File: config.mk
export PLATFORM = sky130hd
export DESIGN_NAME = stimulus_for_crossbar4
export DESIGN_NICKNAME = d
export VERILOG_FILES = /design/src/rtl/stimulus_for_crossbar4.sv
export SDC_FILE = /design/constraint.sdc
export NUM_CORES = 1
export LEC_CHECK = 0
export CAP_MARGIN = 20
export CORE_MARGIN = 10
export CORE_UTILIZATION = 50
export DETAILED_ROUTE_END_ITERATION = 16
export HOLD_SLACK_MARGIN = 0.05
export PLACE_DENSITY_LB_ADDON = 0.25
export REMOVE_ABC_BUFFERS = 1
export SETUP_SLACK_MARGIN = 0.3
export SLEW_MARGIN = 0
export SYNTH_ARGS = -nofsm -noshare
export SYNTH_HDL_FRONTEND = slang
export SYNTH_SLANG_ARGS = --single-unit
File: constraint.sdc
create_clock -name clk -period 7.04 [get_ports clk]
set_clock_uncertainty 0.2 [all_clocks]
set_input_delay 1.056 -clock clk [delete_from_list [all_inputs] [get_ports clk]]
set_output_delay 1.056 -clock clk [all_outputs]
set_load 0.005 [all_outputs]
File: src/rtl/stimulus_for_crossbar4.sv
// Self-running 4-port request generator: LFSR-driven destinations and gaps,
// per-destination round-robin model decides how long each request is held.
//
// state   | meaning
// IDLE    | req low, gap_cnt counting down to the next request
// REQUEST | req high, waiting for the destination arbiter
// SERVICE | req high, burst_cnt counting the granted burst
module stimulus_for_crossbar4 #(
  parameter logic [15:0] SEED      = 16'hACE1,
  parameter int          BURST_LEN = 4,
  parameter int          GAP_BASE  = 1
) (
  input  logic       clk,
  input  logic       hard_reset,
  output logic [3:0] req
);

  localparam int GW = ($clog2(GAP_BASE + 4) < 3) ? 3 : $clog2(GAP_BASE + 4);
  localparam int BW = $clog2(BURST_LEN + 1);

  typedef enum logic [1:0] {IDLE, REQUEST, SERVICE} state_t;

  state_t              state     [4];
  state_t              state_nxt [4];
  logic [3:0][GW-1:0]  gap_cnt, gap_nxt;
  logic [3:0][BW-1:0]  burst_cnt, burst_nxt;
  logic [3:0][1:0]     dst, dst_nxt;
  logic [3:0][1:0]     ptr, ptr_nxt;
  logic [3:0]          busy, grant, req_nxt;
  logic [15:0]         lfsr, lfsr_nxt;

  assign lfsr_nxt = {1'b0, lfsr[15:1]} ^ (lfsr[0] ? 16'hB400 : 16'h0000);

  // Busy comes from registered SERVICE state, so a destination released on
  // one edge is only re-granted on the following edge.
  always_comb begin
    busy    = '0;
    grant   = '0;
    ptr_nxt = ptr;
    for (int p = 0; p < 4; p++) begin
      if (state[p] == SERVICE) busy[dst[p]] = 1'b1;
    end
    for (int d = 0; d < 4; d++) begin
      logic       found;
      logic [1:0] cand;
      found = 1'b0;
      cand  = '0;
      if (!busy[d]) begin
        for (int k = 1; k <= 4; k++) begin
          cand = ptr[d] + 2'(k);
          if (!found && state[cand] == REQUEST && dst[cand] == 2'(d)) begin
            grant[cand] = 1'b1;
            ptr_nxt[d]  = cand;
            found       = 1'b1;
          end
        end
      end
    end
  end

  always_comb begin
    state_nxt = state;
    gap_nxt   = gap_cnt;
    burst_nxt = burst_cnt;
    dst_nxt   = dst;
    req_nxt   = '0;
    for (int p = 0; p < 4; p++) begin
      case (state[p])
        IDLE: begin
          if (gap_cnt[p] == '0) begin
            state_nxt[p] = REQUEST;
            dst_nxt[p]   = lfsr[2*p +: 2];
          end else begin
            gap_nxt[p] = gap_cnt[p] - GW'(1);
          end
        end
        REQUEST: begin
          if (grant[p]) begin
            state_nxt[p] = SERVICE;
            burst_nxt[p] = BW'(BURST_LEN);
          end
        end
        SERVICE: begin
          if (burst_cnt[p] == BW'(1)) begin
            state_nxt[p] = IDLE;
            gap_nxt[p]   = GW'(GAP_BASE) + GW'(lfsr[2*p+8 +: 2]);
          end else if (burst_cnt[p] != '0) begin
            burst_nxt[p] = burst_cnt[p] - BW'(1);
          end
        end
        default: state_nxt[p] = IDLE;
      endcase
      req_nxt[p] = (state_nxt[p] != IDLE);
    end
  end

  always_ff @(posedge clk or negedge hard_reset) begin
    if (!hard_reset) begin
      for (int p = 0; p < 4; p++) begin
        state[p]     <= IDLE;
        gap_cnt[p]   <= GW'(p);
        burst_cnt[p] <= '0;
        dst[p]       <= '0;
        ptr[p]       <= 2'd3;
      end
      lfsr <= SEED;
      req  <= '0;
    end else begin
      state     <= state_nxt;
      gap_cnt   <= gap_nxt;
      burst_cnt <= burst_nxt;
      dst       <= dst_nxt;
      ptr       <= ptr_nxt;
      lfsr      <= lfsr_nxt;
      req       <= req_nxt;
    end
  end

endmodule

==> out/summary.json <==
{
  "floorplanning": {
    "dieArea_um2": 15010,
    "die_height_um": 122.5,
    "ioPinCount": 6,
    "std_cell_rows": 37,
    "fp.coreArea_um2": 10280,
    "start_util_pct": 51.14,
    "die_w_um": 122.5
  },
  "layout": {
    "design_area_um2": 5585,
    "antenna_cells": 0,
    "layout-drive-gt1-share_pct": 13.63,
    "syn2layout_area_growth_pct": 6.260,
    "fin_nets": 584
  },
  "global_routing": {
    "antenna_found_initial": 0,
    "met1_usage_pct": 20.91,
    "grt_pass1_wl_mm": 20.07,
    "met2_usage_pct": 26.55,
    "met3_usage_pct": 2.388,
    "top_usage_layer": "met2",
    "grt_pass1_vias": 4113,
    "grt_use_total_pct": 16.27,
    "grt_overflow": 0,
    "maximum_number_of_pins_on_one_net_before_global_route_repair": 69
  },
  "detailed_routing": {
    "drt_pass1_iterations": 4,
    "ant_nets": 0,
    "routed_wirelength_mm": 12.07,
    "drt_initial_violations": 288,
    "drt-vias-per-instance": 6.296,
    "wire_per_inst_um": 17.77,
    "vias": 4275,
    "drc_errors": 0
  },
  "logic_synthesis": {
    "synth_cell_type_count": 72,
    "postSynthAreaPerCell_um2": 9.609,
    "postSynthCellCount": 547,
    "proportion_of_synthesized_chip_area_in_sequential_cells_pct": 32.85,
    "cell_area_after_synthesis_um2": 5256,
    "postSynth.topFlopCell": "dfrtp_1",
    "asyncSetResetFlopFracSynth_pct": 100.0,
    "yosys_warnings": 0,
    "synth_enable_flop_cells": 0,
    "yosys_register_bits": 68
  },
  "clock_network": {
    "cts_hold_repair.buffers": 0,
    "cts_tree": "done",
    "tritoncts_num_sinks": 68,
    "clk_latency_ns": 0.36,
    "setup_bufs_post_cts": 0,
    "tritoncts_buffer_count": 9,
    "cts_htree_levels": 3,
    "clkTransAtPathRegs_ns": 0.09,
    "clock_tree.buffer_depth": 2,
    "cts_root_buf": "clkbuf_8",
    "cts_resized": 0
  },
  "sta": {
    "final_critical_path_setup_slack_ns": 3.401,
    "hold_ws_ns": 0.1697,
    "worst-slew-pin-transition_ns": 0.8751,
    "finalHoldViolations": 0,
    "setup-tns-final_ns": 0,
    "rsz0062_at_grt": "false",
    "fmax_mhz": 274.8,
    "timing.final.setup_violations": 0,
    "report.final.slew_viol_count": 0,
    "period_minus_slack_ns": 3.639,
    "finalCritPeriodShare_pct": 51.69,
    "max-slew-margin-rel_pct": 41.66
  },
  "pwr": {
    "p_leak_nw": 2.330,
    "worst_ir_drop_on_vdd_mv": 0.1814,
    "power.density_nw_per_um2": 135.0
  },
  "min_path": {
    "min_delay_path_depth": 0,
    "hold_class": "reg2reg"
  },
  "setup_path": {
    "worstRegToRegCells": 10,
    "critPathTopFamily": "compound AO/OA/AOI/OAI gates",
    "critPathLaunchType": "flip-flop",
    "critPathRequiredTime_ns": 7.09,
    "critical_path.cell_chain": "inv_1 -> ha_1 -> nor2b_1 -> a221oi_1 -> a211oi_2 -> a221o_1 -> a221o_1 -> a2111oi_4 -> a21oi_2 -> or2_1",
    "worstPathBufferInverterCount": 1,
    "endpoint_kind": "flip-flop",
    "endpoint_arrival_time_on_the_critical_path_ns": 3.69,
    "crit_cells": 10,
    "crit_slowest_cell": "dfstp_2",
    "critical_path_class": "reg2reg",
    "critPathMaxStageDelay_ns": 0.70,
    "most_common_cell_type_on_the_critical_path": "a221o_1",
    "critPathMaxFanout": 12
  },
  "placement": {
    "place_worst_setup_slack_ns": 3.407,
    "placement.io_buffers": 5,
    "place_congestion": 0.9009,
    "dpl.hpwl_mm": 8.554,
    "post_dp_cell_area_um2": 5379
  },
  "run_status": {
    "outcome": "finished, final reports clean"
  },
  "job": {
    "drv_cap": 0
  }
}
[sequential cells by signal (all words and copies together), names as in the netlist]
register and count:
state 8, ptr 8, gap_cnt 12, req 4
dst 8, burst_cnt 12, lfsr 16
[cell families after synthesis]
kind of cell	count (synthesis)	synth area share (%)
buf+inv	57	4.189
flops	68	32.85
mux	27	8.189
compound gates	137	17.76
simple gates	204	24.88
xor+xnor	10	1.666
fa+ha+maj	44	10.47
[layout by cell type (no fill, tap or decap), drive strengths merged, types with 9 or more instances in the layout]
cell	synthesis	layout
dfrtp	48	48
nor2	45	45
ha	44	44
o21ai	37	37
nand2	36	36
inv	28	32
a21oi	27	27
nand2b	21	21
dfstp	20	20
nor2b	15	15
a31oi	13	13
nor4bb	13	13
mux4	12	12
clkbuf	22	9
[cell usage after synthesis (4+ instances only)]
| cell type | count | area share [%] |
|---|---|---|
| a211oi_1 | 6 | 0.86 |
| a21oi_1 | 26 | 2.5 |
| a221o_1 | 4 | 0.76 |
| a221oi_1 | 8 | 1.3 |
| a31oi_1 | 13 | 1.5 |
| and3_1 | 7 | 0.83 |
| and4b_1 | 4 | 0.76 |
| buf_2 | 4 | 0.38 |
| clkbuf_1 | 21 | 1.5 |
| dfrtp_1 | 48 | 23 |
| dfstp_2 | 20 | 10 |
| ha_1 | 44 | 10 |
| inv_1 | 28 | 2.0 |
| mux2_2 | 8 | 1.7 |
| mux2i_1 | 7 | 1.3 |
| mux4_2 | 12 | 5.1 |
| nand2_1 | 36 | 2.6 |
| nand2b_1 | 21 | 2.5 |
| nand3_1 | 6 | 0.57 |
| nand3b_1 | 5 | 0.71 |
| nand4b_1 | 8 | 1.3 |
| nor2_1 | 45 | 3.2 |
| nor2b_1 | 15 | 1.8 |
| nor3_1 | 8 | 0.76 |
| nor3b_1 | 8 | 1.1 |
| nor4b_2 | 4 | 1.1 |
| nor4bb_1 | 9 | 1.7 |
| nor4bb_4 | 4 | 1.9 |
| o21ai_0 | 35 | 3.3 |
| o21bai_1 | 4 | 0.57 |
| xnor2_1 | 6 | 1.0 |
| xor2_1 | 4 | 0.67 |
[metal layers]
layer,wire length [um],vias to the layer above
met5,0,-
met4,255,0
met3,565,20
met2,6031,105
met1,5217,2139
li1,-,2011
[final timing paths]
check | endpoint | from | slack [ns]
max | burst_cnt[8]$_DFFE_PN0P_ | ptr[4]$_DFFE_PN1P_ | 3.40
min | lfsr[6]$_DFF_PN1_ | lfsr[7]$_DFF_PN1_ | 0.17
max reg2reg | burst_cnt[8]$_DFFE_PN0P_ | ptr[4]$_DFFE_PN1P_ | 3.40
min reg2reg | lfsr[6]$_DFF_PN1_ | lfsr[7]$_DFF_PN1_ | 0.17
max in group asynchronous | dst[5]$_DFFE_PN0P_ | hard_reset | 5.38
min in group asynchronous | burst_cnt[8]$_DFFE_PN0P_ | hard_reset | 0.69
[metrics by stage]
stage               std cells  util [%]  total power, mW
CTS                       679     54.35           0.7614
detailed placement        663     52.34           0.4070
finish                    679     54.35           0.7541
global placement          663     52.34           0.4067
floorplan                 520         -           0.3982
global route              679     54.35           0.7742
[power by group]
group	switching, mW	internal, mW	total, mW
registers	0	0.391	0.391
logic	0.00743	0.000548	0.00798
clock network	0.185	0.170	0.355
[area by class of cell]
class | count | area [um^2]
multi-input cells | 422 | 3309
repair buffers | 7 | 60.06
inverters | 30 | 112.6
clock buffers | 9 | 123.9
clock inverters | 7 | 82.58
fillers | 907 | 4692
flip-flops and latches | 68 | 1727
well taps | 136 | 170.2
(Power assumes the default switching activity.)
